==> config.mk <==
export PLATFORM = sky130hd
export DESIGN_NAME = jtdd_char_romrq
export DESIGN_NICKNAME = d
export VERILOG_FILES = /design/src/rtl/jtdd_char_romrq.sv
export SDC_FILE = /design/constraint.sdc
export NUM_CORES = 1
export LEC_CHECK = 0
export CORE_AREA = 2 2 73 75
export CTS_CLUSTER_SIZE = 12
export DETAILED_ROUTE_END_ITERATION = 6
export DIE_AREA = 0 0 75 77
export GPL_TIMING_DRIVEN = 0
export PLACE_DENSITY_LB_ADDON = 0.15
export SYNTH_ARGS = -nofsm -noshare
export SYNTH_HDL_FRONTEND = slang
export SYNTH_SLANG_ARGS = --single-unit
==> constraint.sdc <==
create_clock -name clk -period 2.2 [get_ports clk]
set_input_delay 0.44 -clock clk [delete_from_list [all_inputs] [get_ports clk]]
set_output_delay 0.44 -clock clk [all_outputs]
set_load 0.01 [all_outputs]
==> src/rtl/jtdd_char_romrq.sv <==
// ---------------------------------------------------------------------------
// jtdd_char_romrq
//
// ROM request server for the character layer. The layer asks for single
// bytes (addr -> dout/data_ok); this block answers them from a small cache of
// 16-bit words and, on a miss, fetches the containing word from the SDRAM
// controller over a req/ack/dst handshake.
//
// Build option:
//   JTDD_CHAR_ROMRQ_CACHE2_EN  defined   -> two cache entries with a 1-bit
//                                           LRU victim pointer.
//                              undefined -> single cache entry.
//   Port list and timing are identical in both builds.
//
// Parameters:
//   AW           byte address width of the character ROM (word address AW-1)
//
// Ports:
//   clk          system clock
//   rst          asynchronous active-high reset
//   downloading  ROM download in progress: invalidates cache, blocks fetches
//   addr         byte address from the character layer
//   dout         ROM byte for addr (meaningful when data_ok=1)
//   data_ok      addr hits a valid cached word (combinational)
//   sdram_addr   word address of the pending fetch (registered)
//   sdram_req    fetch request, held until acknowledged (registered)
//   sdram_ack    controller accepted the request
//   sdram_dst    data strobe, sdram_din valid this cycle
//   sdram_din    fetched word
// ---------------------------------------------------------------------------
module jtdd_char_romrq #(
    parameter int AW = 15
) (
    input  logic          clk,
    input  logic          rst,
    input  logic          downloading,
    input  logic [AW-1:0] addr,
    output logic [7:0]    dout,
    output logic          data_ok,
    output logic [AW-2:0] sdram_addr,
    output logic          sdram_req,
    input  logic          sdram_ack,
    input  logic          sdram_dst,
    input  logic [15:0]   sdram_din
);

`ifdef JTDD_CHAR_ROMRQ_CACHE2_EN
    localparam int NE = 2;
`else
    localparam int NE = 1;
`endif

    typedef enum logic [1:0] {
        ST_IDLE     = 2'd0,
        ST_WAIT_ACK = 2'd1,
        ST_WAIT_DST = 2'd2
    } state_t;

    state_t        state_r;

    // Cache storage: one word per entry, tagged with its word address.
    logic [AW-2:0] tag_r   [NE];
    logic [15:0]   data_r  [NE];
    logic [NE-1:0] valid_r;

    logic [NE-1:0] hit_sel_s;   // one-hot(ish) set of entries matching addr
    logic          hit_s;
    logic [15:0]   word_s;      // word of the hitting entry, zero on a miss
    logic          fill_s;      // the fetched word is written this cycle
    logic [NE-1:0] fill_sel_s;  // entry receiving the fetched word

    // Tag compare against the current address; no registers on this path.
    // Entries holding the same tag always hold the same ROM word, so OR-ing
    // the matching words is safe.
    always_comb begin
        hit_sel_s = '0;
        word_s    = 16'h0000;
        for (int i = 0; i < NE; i++) begin
            hit_sel_s[i] = valid_r[i] && (tag_r[i] == addr[AW-1:1]);
            word_s       = word_s | ({16{hit_sel_s[i]}} & data_r[i]);
        end
        hit_s = |hit_sel_s;
    end

    // Byte select and hit flag presented to the character layer.
    always_comb begin
        data_ok = hit_s && !downloading;
        if (addr[0]) begin
            dout = word_s[15:8];
        end else begin
            dout = word_s[7:0];
        end
    end

    // A strobe only fills the cache while a fetch is actually outstanding;
    // the same-cycle ack+dst case fills straight from WAIT_ACK.
    always_comb begin
        fill_s = 1'b0;
        case (state_r)
            ST_WAIT_ACK: fill_s = sdram_ack && sdram_dst && !downloading;
            ST_WAIT_DST: fill_s = sdram_dst && !downloading;
            default:     fill_s = 1'b0;
        endcase
    end

`ifdef JTDD_CHAR_ROMRQ_CACHE2_EN
    logic victim_r;  // entry not used by the most recent hit or fill

    // Victim selection for the two-entry cache.
    always_comb begin
        if (victim_r) begin
            fill_sel_s = 2'b10;
        end else begin
            fill_sel_s = 2'b01;
        end
    end

    // 1-bit LRU: a fill makes the other entry the victim; a hit makes the
    // entry that was not hit the victim. Fills take precedence.
    always_ff @(posedge clk or posedge rst) begin
        if (rst) begin
            victim_r <= 1'b0;
        end else if (fill_s) begin
            victim_r <= ~victim_r;
        end else if (hit_s && !downloading) begin
            victim_r <= ~hit_sel_s[1];
        end else begin
            victim_r <= victim_r;
        end
    end
`else
    // Single-entry cache: every fill goes to entry 0.
    always_comb begin
        fill_sel_s = 1'b1;
    end
`endif

    // Fetch sequencer: issues one request per miss and tracks the handshake.
    always_ff @(posedge clk or posedge rst) begin
        if (rst) begin
            state_r    <= ST_IDLE;
            sdram_req  <= 1'b0;
            sdram_addr <= '0;
        end else if (downloading) begin
            // Any fetch in flight is abandoned; the controller sees the
            // request withdrawn.
            state_r    <= ST_IDLE;
            sdram_req  <= 1'b0;
        end else begin
            case (state_r)
                ST_IDLE: begin
                    if (!hit_s) begin
                        sdram_addr <= addr[AW-1:1];
                        sdram_req  <= 1'b1;
                        state_r    <= ST_WAIT_ACK;
                    end else begin
                        sdram_req  <= 1'b0;
                        state_r    <= ST_IDLE;
                    end
                end
                ST_WAIT_ACK: begin
                    if (sdram_ack) begin
                        sdram_req <= 1'b0;
                        if (sdram_dst) begin
                            state_r <= ST_IDLE;
                        end else begin
                            state_r <= ST_WAIT_DST;
                        end
                    end else begin
                        sdram_req <= 1'b1;
                        state_r   <= ST_WAIT_ACK;
                    end
                end
                ST_WAIT_DST: begin
                    sdram_req <= 1'b0;
                    if (sdram_dst) begin
                        state_r <= ST_IDLE;
                    end else begin
                        state_r <= ST_WAIT_DST;
                    end
                end
                default: begin
                    sdram_req <= 1'b0;
                    state_r   <= ST_IDLE;
                end
            endcase
        end
    end

    // Cache entries: cleared by download, written by an accepted strobe.
    always_ff @(posedge clk or posedge rst) begin
        if (rst) begin
            valid_r <= '0;
            for (int i = 0; i < NE; i++) begin
                tag_r[i]  <= '0;
                data_r[i] <= 16'h0000;
            end
        end else if (downloading) begin
            valid_r <= '0;
        end else begin
            for (int i = 0; i < NE; i++) begin
                if (fill_s && fill_sel_s[i]) begin
                    tag_r[i]   <= sdram_addr;
                    data_r[i]  <= sdram_din;
                    valid_r[i] <= 1'b1;
                end else begin
                    tag_r[i]   <= tag_r[i];
                    data_r[i]  <= data_r[i];
                    valid_r[i] <= valid_r[i];
                end
            end
        end
    end

endmodule

# Word level (Yosys, flattened, before mapping)
# Cells that the tools add are included.
# op_classes
n_reduce_logical	10
eq_ne	3
bitwise_logic	3
muxes	13
# op_table
cell	count
$and 16x16->16	1
$eq 14x14->1	1
$mux 8	1
$mux 1	6
$mux 2	3
$pmux 2 s3	1
$logic_and 1x1->1	5
$pmux 1 s2	2
$reduce_and 3->1	1
$eq 2x1->1 const B	1
$eq 2x2->1 const B	1
$logic_not 2->1	1
$not 1->1	2
$reduce_and 2->1	1
$reduce_bool 2->1	1
$logic_not 1->1	1
# word_totals
in_bits	36
ff_bits	48

# Depth between registers and ports, before layout
# depth
word_depth	5
mapped_depth	7

# Worst setup path before layout
# No wires, ideal clock.
# synth_timing
kind	in2reg
startpoint	in addr[5]
endpoint	reg sdram_addr[0]
arrival_ns	1.910
path_slack_ns	0.165
n_path_buf	2
stages	7
path_cell_list	xnor2_1 -> nand3_1 -> or4_4 -> and3_4 -> buf_6 -> buf_6 -> mux2_4
# synth_between
elab_chain_cells	4
# synth_rtl
element	line	source
from (decl)	37	input logic [AW-1:0] addr,
$eq 14x14->1	79	hit_sel_s[i] = valid_r[i] && (tag_r[i] == addr[AW-1:1]);
$logic_and 1x1->1	79	
$not 1->1 (no source line)	-	
$reduce_and 3->1 (no source line)	-	
to (signal assigned)	153	sdram_addr <= addr[AW-1:1];
to (decl)	40	output logic [AW-2:0] sdram_addr,
# Every way passes these cells.
# A chain may end at the register's enable or synchronous reset.

# Worst setup path in the final report
# layout_timing
startpoint	in addr[3]
endpoint	out dout[7]
# layout_between
elab_chain_cells	4
# layout_rtl
element	line	source
$eq 14x14->1	79	
$logic_and 1x1->1	79	
$and 16x16->16	80	word_s = word_s | ({16{hit_sel_s[i]}} & data_r[i]);
$mux 8	88	if (addr[0]) begin
to (decl)	38	output logic [7:0] dout,
# Every way passes these cells.

==> impl_results.md <==
* Status: finished, violations left
* Failing checks: negative setup slack
* Row Count at 26
* CTS H-Tree Depth at 2
* Synth Area in Adders at 0.0230
* Grt ovf at 0
* Mapped Avg Cell Area at approximately 14 sq um
* Critical path's largest stage delay at 0.58 ns
* Area contributors post-synth: dfrtp_1 55%, mux2_2 18%, mux2_4 6.9%
* Die area at 5780 sq um
* Fmax at about 410 MHz
* Netlist cell types at 21
* Final Hold Fails at 0
* RSZ-0062 raised after global routing: yes
* I/O Pins at 60
* WL final at 4500 um
* Kind of critical path: input pin to output pin
* Mux contribution to synthesized area at 0.282
* ANT nets after route at 0
* Register bit total from synthesis at 48
* Post-DP HPWL at approximately 3300 um
* Synth Instances at 153
* Max IR drop VDD at 0.531 mV
* Lkg Pwr at approximately 1.3 nW
* Max Cap Viol at 0
* # port buffers at between 50 and 60
* Cts hold-fix bufs at 0
* Worst R2R Path Depth at 6
* CP top delay family: simple AND/OR/NAND/NOR gates
* DRC Markers at 0
* Clock-pin slew on the worst setup and hold paths at ~0.080 ns
* Crit path required time at 1.76 ns
* Total track usage at 0.171
* Vias in the first global route at 1560
* Post-Syn Nets at roughly 190
* Hold path start: valid_r$_DFFE_PP0P_
* Clock Latency Late Sink at a little under 0.3 ns
* Synth warn at 0
* Slew headroom at 0.576
* Endpoints failing setup at 9
* Actual slew at the worst max-slew pin at between 0.6 and 0.7 ns
* Die H at 77 um
* Final Cycle Share at 1.11
* First-pass GRT wire length at 7520 um
* Final worst setup slack at -0.235 ns
* Core area at 4980 sq um
* Fin Setup TNS at -1.88 ns
* CTS tree: done
* CP Launch Type: input pin
* Design Area, Final at between 2000 and 3000 sq um
* Avg WL per Cell at 15.5 um
* Hold WC Path Type: register to register
* Worst EP arrival at roughly 2.0 ns
* CP Capture Type: output pin
* Crit path buf inv count at 3
* Max FO, Critical Path at 5
* Starting Density at 0.437
* Mapped cell area at 2170 sq um
* Root Buffer: clkbuf_8
* # diodes at 0
* Final Skew at roughly 0.0045 ns
* Sequential fraction of the synthesis area at 0.553
* Hold Path Sink: valid_r$_DFFE_PP0P_
* Die W at 75 um
* Area grow syn2layout at 37.9%
* Nets at 260
* Fillers at around 420
* Cell taking the most area after synthesis: dfrtp_1
* Clock sinks at between 40 and 50
* Longest Clk Path Bufs at 2
* Post-placement cell area at 2870 sq um
* Post-Synth XOR/XNOR Area at 0.0564
* CP Cell Sequence: dlygate4sd2_1 -> xnor2_1 -> nand4_1 -> or4_4 -> clkbuf_16 -> nor2_1 -> buf_2
* Reg2Reg Setup Slack at 0.10 ns
* Crit path depth at 7
* Hold depth at 1
* Final Slew Violations at 0
* DR pass1 iterations at 4
* Largest family of logic cells by synthesized area: multiplexers
* Vias at 1411
* Cts bufs inserted at 5
* Vias per cell at 4.87
* GPL Wtd Cong at approximately 0.76
* Share of layout cells above drive strength 1 at 0.355
* Synth Area in Compound Gates at 0.0115
* Post-synth top area share at 0.553
* Critical path's slowest cell: or4_4
* Iter 0 DRT Violations at 56
* Largest net degree at the start of global routing at 26
* Simple-gate share of the synthesized area at 0.0484
* Initial antenna violation count at 0
* Tmin final at 2.43 ns
* Pwr/cell area at 840 nW/um^2
* Reg2reg start: tag_r[1]$_DFFE_PP0P_
* RR Endpoint: sdram_addr[11]$_DFFE_PP0P_
==> worst reg2reg max path: cells and delay by family (launching register included) <==
family,cells,cell delay [ns]
flops,1,0.40
buf+inv,1,0.17
simple gates,3,0.94
xor+xnor,1,0.17
mux,1,0.31
==> cell usage after synthesis <==
cell and number:
dfrtp_1 48, mux2_2 34, xnor2_1 14, nor2_1 11, mux2_4 10, mux2i_1 8, clkbuf_1 4, ha_1 4
inv_1 4, nand4_1 3, a21oi_1 2, buf_6 2, a21o_1 1, and3_4 1, buf_1 1, nand3_1 1
nor2b_1 1, nor3_1 1, nor4_1 1, o211ai_1 1, or4_4 1
==> cells by family after synthesis <==
family                   count (synthesis)
flip-flops                              48
XOR/XNOR                                14
adder cells (fa/ha/maj)                  4
buffers and inverters                   11
multiplexers                            52
AO/OA/AOI/OAI                            4
AND/OR/NAND/NOR                         20
==> per-layer routing <==
layer  GRT usage  up-vias  part of all wire
met5           0        -                 0
li1            -      660                 -
met4      0.0464        0             0.014
met1       0.211      705              0.42
met3      0.0539        8             0.057
met2       0.285       38              0.51
==> flip-flops by register name, indices dropped and copies added (netlist names) <==
name	count
sdram_req	1
state_r	2
tag_r	14
data_r	16
valid_r	1
sdram_addr	14
==> power breakdown <==
| group | switching, mW | total [mW] | internal [mW] |
|---|---|---|---|
| Combinational | 0.256 | 0.725 | 0.469 |
| Clock | 0.264 | 0.480 | 0.216 |
| Sequential | 0.165 | 1.31 | 1.15 |
| Total | 0.685 | 2.52 | 1.83 |
==> layout by cell type (no fill, tap or decap), drive strengths merged <==
cell           instances
a21o                   1
a21oi                  2
and3                   1
buf                   14
clkbuf                10
clkdlybuf4s50         35
clkinv                 1
dfrtp                 48
dlygate4sd2           14
ha                     4
inv                    4
mux2                  44
mux2i                  8
nand3                  1
nand4                  3
nor2                  11
nor2b                  1
nor3                   1
nor4                   1
o211ai                 1
or4                    1
xnor2                 14
==> cell type report <==
cell class | count | area, sq um | share of cell area
Buffer | 6 | 55.1 | 0.0184
Clock buffer | 6 | 72.6 | 0.0242
Multi-Input combinational cell | 94 | 961 | 0.321
Clock inverter | 1 | 5.00 | 0.00167
Sequential cell | 48 | 1200 | 0.401
Timing Repair Buffer | 61 | 599 | 0.200
Inverter | 4 | 15.0 | 0.00501
Tap cell | 70 | 87.6 | 0.0292
==> stage by stage <==
stage                     power (mW)  setup WS, ns   util  instances  hold slack, ns
after floorplan                 1.77         0.165      -        153           0.449
after global placement          2.01        -0.984  0.571        281           0.469
after detailed placement        2.06         -1.02  0.576        282           0.470
after CTS                       2.54        -0.227  0.589        290           0.500
after global routing            2.68        -0.304  0.602        290           0.524
final                           2.52        -0.235  0.602        290           0.495
==> worst max-delay path by stage <==
stage / start / to / slack, ns
6_report: addr[3] / dout[7] / -0.23
5_1_grt: tag_r[2]$_DFFE_PP0P_ / dout[1] / -0.30
4_1_cts: tag_r[2]$_DFFE_PP0P_ / data_ok / -0.23
3_5_place_dp: addr[9] / dout[4] / -1.02
3_3_place_gp: addr[9] / dout[4] / -0.98
2_1_floorplan: addr[5] / sdram_addr[0]$_DFFE_PP0P_ / 0.17
==> timing repair <==
item,4_1_cts,5_1_grt
pin swaps,15,2
hold endpoints to repair,0,0
setup endpoints to repair,19,38
resized for setup,58,21
buffers inserted,1,0
gates cloned,1,0
(Power assumes the default switching activity.)
==> edit 1: new RTL, same settings <==
Set the parameter `AW` to 16 (it was 15).
--- a/src/rtl/jtdd_char_romrq.sv
+++ b/src/rtl/jtdd_char_romrq.sv
@@ -30,5 +30,5 @@
 // ---------------------------------------------------------------------------
 module jtdd_char_romrq #(
-    parameter int AW = 15
+    parameter int AW = 16
 ) (
     input  logic          clk,
Ports: changed (resized addr and sdram_addr); port bits go from 60 to 62. The function was not compared with the original's and may differ.
==> edit 1 against the original RTL <==
The run still ends with setup timing left. Clock skew rose by 1.9 ps. Non-clock buffer count rose by 2. Power rose by 6.4%. Global-route usage rose by 0.45 points. Critical path depth did not move. Die area did not move. Sequential power rose by 5%. Area after synthesis rose by 3.6%. Wire length rose by 3.6%. Final area rose by 4.5%. Sequential cell count rose by 2. Register-to-register slack got worse by 70 ps. Worst setup slack improved by 46 ps.
==> edit 1: results (changes against the original RTL) <==
stage	metric	value	unit	change
clocking	Setup Fix Bufs, Post-CTS	0		-1
global_route	vias in the first global route	1589		+1.9%
run_status	failing checks	setup timing		
sta	Fin Hold WS	480	ps	-14.5 ps
sta	setup violators final	9		unchanged
global_route	first-pass GRT wire length	7.76	mm	+3.1%
critical_path	Worst Setup EP	dout[0]		
synthesis	Mapped Avg Cell Area	14.3	um2	+0.35%
sta	Worst slew margin	60.1	%	+2.5 points
place	routability cong.	0.745		-2.2%
routing	vias	1454		+3.0%
sta	fin worst setup slack	-188	ps	+46.4 ps
power	Max rail drop VDD	0.489	mV	-7.9%
layout	share of cells above drive strength 1	35.5	%	+0.072 points
power	Sw Pwr	0.733	mW	+6.9%
run_status	status	finished, violations left		
place	Post-Place Cell Area	2960	um2	+3.2%
sta	skew final	6.47	ps	+1.94 ps
critical_path	R2R cell count	7		+1
synthesis	synth cell count leaders	dfrtp_1, mux2_2, xnor2_1		
place	port bufs	60		+3.4%
critical_path	Worst setup startpoint	addr[12]		
synthesis	xor/xnor share of the synthesized area	5.83	%	+0.19 points
place	placed cells	289		+2.5%
critical_path	FF-to-FF End	sdram_addr[9]		
synthesis	Synth Area in Adders	2.22	%	-0.081 points
synthesis	top cells by area, synth	dfrtp_1, mux2_2, mux2_4		
synthesis	Post-Syn Nets	199		+3.1%
synthesis	post-synthesis cell type count	22		+4.8%
critical_path	critical path arrival	1950	ps	-40 ps
## edit 1: cell types whose count changed in the layout (fill, tap and decap cells not counted), sizes merged
cell           delta
clkdlybuf4s15     +2
dfrtp             +2
mux2              +2
buf               +1
clkdlybuf4s50     +1
dlygate4sd2       -1
nand3             -1
nand4             +1
xnor2             +1
## edit 1: layout make-up
type                            count  area, um2
Tap cell                           70       87.6
Sequential cell                    50       1250
Multi-Input combinational cell     97       1000
Clock inverter                      1       5.00
Inverter                            4       15.0
Timing Repair Buffer               62        624
Fill cell                         415       1850
Clock buffer                        7       86.3
Buffer                              7       60.1
## edit 1: power groups by stage
stage	registers, mW	clock network [mW]	logic [mW]
2_1_floorplan	1.37	0	0.471
3_3_place_gp	1.36	0	0.728
3_5_place_dp	1.39	0	0.754
4_1_cts	1.37	0.557	0.774
5_1_grt	1.41	0.599	0.833
6_report	1.37	0.536	0.769
## edit 1: worst min-delay path by stage
| stage | start | cells past startpoint | to |
|---|---|---|---|
| finish | rst | 2 | tag_r[4] |
| global route | valid_r | 1 | valid_r |
| CTS | rst | 2 | tag_r[7] |
| detailed placement | valid_r | 1 | valid_r |
| global placement | valid_r | 1 | valid_r |
| floorplan | valid_r | 1 | valid_r |
## edit 1: metrics by stage
| stage | total power, mW | util (%) |
|---|---|---|
| after global placement | 2.09 | 59.1 |
| after global routing | 2.85 | 62.9 |
| after CTS | 2.71 | 62.5 |
| after detailed placement | 2.14 | 59.5 |
| after floorplan | 1.84 | - |
| final | 2.68 | 62.9 |
## edit 1: metal layers
metal  track usage, %  vias to the layer above  part of all wire (%)
li1                 -                      681                     -
met1             22.9                      733                    43
met2             29.0                       34                    52
met3             3.94                        6                   4.1
met4             4.82                        0                   1.2
met5                0                        -                     0
==> edit 2: new RTL, config.mk and constraints unchanged <==
Made on the original files. Encoding of `state_t`: now one-hot (3 bits for 3 states).
--- a/src/rtl/jtdd_char_romrq.sv
+++ b/src/rtl/jtdd_char_romrq.sv
@@ -51,8 +51,8 @@
 `endif
 
-    typedef enum logic [1:0] {
-        ST_IDLE     = 2'd0,
-        ST_WAIT_ACK = 2'd1,
-        ST_WAIT_DST = 2'd2
+    typedef enum logic [2:0] {
+        ST_IDLE     = 3'b001,
+        ST_WAIT_ACK = 3'b010,
+        ST_WAIT_DST = 3'b100
     } state_t;
 
Function: same outputs for any inputs over 10 cycles, from zero or initial values and one cycle with rst high; not proved beyond that.
==> edit 2 against the original RTL <==
The flow still finishes with violations (setup timing). Area after synthesis is 8.0% higher. Power grew 19%. Final area up 9.6%. Non-clock buffer count is 8 higher. Worst setup slack gained 180 ps. Sequential cell count up 1. Clock skew increased by 3.9 ps. Wire length grew 14%. Highest routed layer unchanged.
==> edit 2: results (changes against the original RTL) <==
stage	metric	value	unit	change
layout	Layout Nets	267		+2.7%
sta	skew final	8.40	ps	+3.87 ps
synthesis	top cells by area, synth	dfrtp_1, mux2_4, xor2_1		
global_route	first-pass GRT wire length	8.41	mm	+12%
critical_path	Slowest-stage cell, CP	dfrtp_1		
worst_hold_path	Hold WC Path Type	in -> async		
clocking	CTS clk-pin slew, worst paths	90	ps	
synthesis	synth cell count leaders	dfrtp_1, mux2_4, xor2_1		
critical_path	R2R cell count	9		+3
synthesis	Seq/Total Area, Yosys	52.3	%	-3.0 points
global_route	gr usage total	19.3	%	+2.2 points
synthesis	Post-Syn Nets	191		-1.0%
place	routability cong.	0.778		+2.1%
global_route	initial antenna violation count	0		unchanged
place	Detail Placement HPWL	3.51	mm	+5.0%
run_status	status	finished, violations left		
clocking	maximum clock path buffer count	2		unchanged
clocking	Clock Root Buffer	clkbuf_8		
clocking	TritonCTS Buffers	5		unchanged
routing	max layer used	met4		
routing	WL met2	2.56	mm	+11%
routing	via/cell ratio	4.93		+1.4%
clocking	H-tree depth	2		unchanged
routing	met3 wire length	242	um	-5.5%
global_route	largest net degree at the start of global routing	36		+38%
critical_path	cell family with most CP delay	simple AND/OR/NAND/NOR gates		
sta	fin worst setup slack	-51.0	ps	+184 ps
critical_path	peak per-stage delay on the critical path	400	ps	-180 ps
sta	setup TNS	-351	ps	+1530 ps
synthesis	post-synthesis cell type count	28		+33%
routing	met1 WL	2.24	mm	+19%
clocking	Clk Latency, worst-skew pair	300	ps	
sta	Fin Hold WS	410	ps	-84.4 ps
critical_path	critical path arrival	1810	ps	-180 ps
sta	setup violators final	9		unchanged
synthesis	post-synthesis async set-or-reset flop share	100	%	unchanged
layout	Antenna diodes	0		unchanged
run_status	failing checks	setup timing		
routing	number of DRC markers in iteration 0	41		-27%
global_route	vias in the first global route	1692		+8.5%
critical_path	flop-to-flop setup slack	70	ps	-30 ps
layout	share of cells above drive strength 1	37.9	%	+2.5 points
place	port bufs	58		unchanged
place	Post-Place Cell Area	3040	um2	+5.8%
critical_path	CP Max Fanout	5		unchanged
power	Max rail drop VDD	0.560	mV	+5.4%
power	Pleak	1.63	nW	+23%
sta	Worst-Margin Slew	618	ps	-18.0 ps
routing	drt pass-1 iters	4		unchanged
routing	drt total wl	5.12	mm	+14%
## edit 2: power by group
| group | leakage [nW] | internal [mW] | total, mW | switching (mW) |
|---|---|---|---|---|
| Combinational | 0.939 | 0.597 | 0.897 | 0.301 |
| Clock | 0.0681 | 0.452 | 0.759 | 0.307 |
| Sequential | 0.618 | 1.15 | 1.33 | 0.176 |
## edit 2: metal layers
layer / track usage, % / vias up
li1: - / 689
met1: 25.0 / 750
met2: 31.4 / 43
met3: 4.86 / 8
met4: 5.89 / 0
met5: 0 / -
## edit 2: per-stage QoR
step / setup WS (ps) / std cells
detailed placement: -829 / 284
CTS: -104 / 303
global placement: -776 / 283
finish: -51.0 / 302
global route: -139 / 302
floorplan: 330 / 155
## edit 2: layout make-up
type                    count  area (um2)
repair buffers             70         694
multi-input cells          98        1080
flip-flops and latches     49        1230
plain buffers               5        48.8
well taps                  70        87.6
clock buffers               5        68.8
inverters                   2        7.51
fillers                   395        1690
clock inverters             3        65.1
## edit 2: worst paths after layout
kind                            startpoint       endpoint
worst max register to register   tag_r[10]  sdram_addr[2]
min in group clk                 data_r[0]      data_r[0]
worst min register to register   data_r[0]      data_r[0]
worst max-delay path             tag_r[10]        dout[7]
worst min-delay path                   rst      data_r[0]
max in group asynchronous              rst     state_r[0]
## edit 2: what timing repair did
action	CTS	global route
endpoints found under the setup margin	9	23
cloned	2	0
pin swaps	16	5
gates resized for setup	64	10
endpoints found under the hold margin	0	0
setup buffers	12	1
## edit 2: cell families after synthesis
kind of cell,count (synthesis),share of synthesized area [%]
compound gates,5,1.55
xor+xnor,14,5.22
buf+inv,8,2.98
flops,49,52.3
mux,52,30.3
simple gates,27,7.68
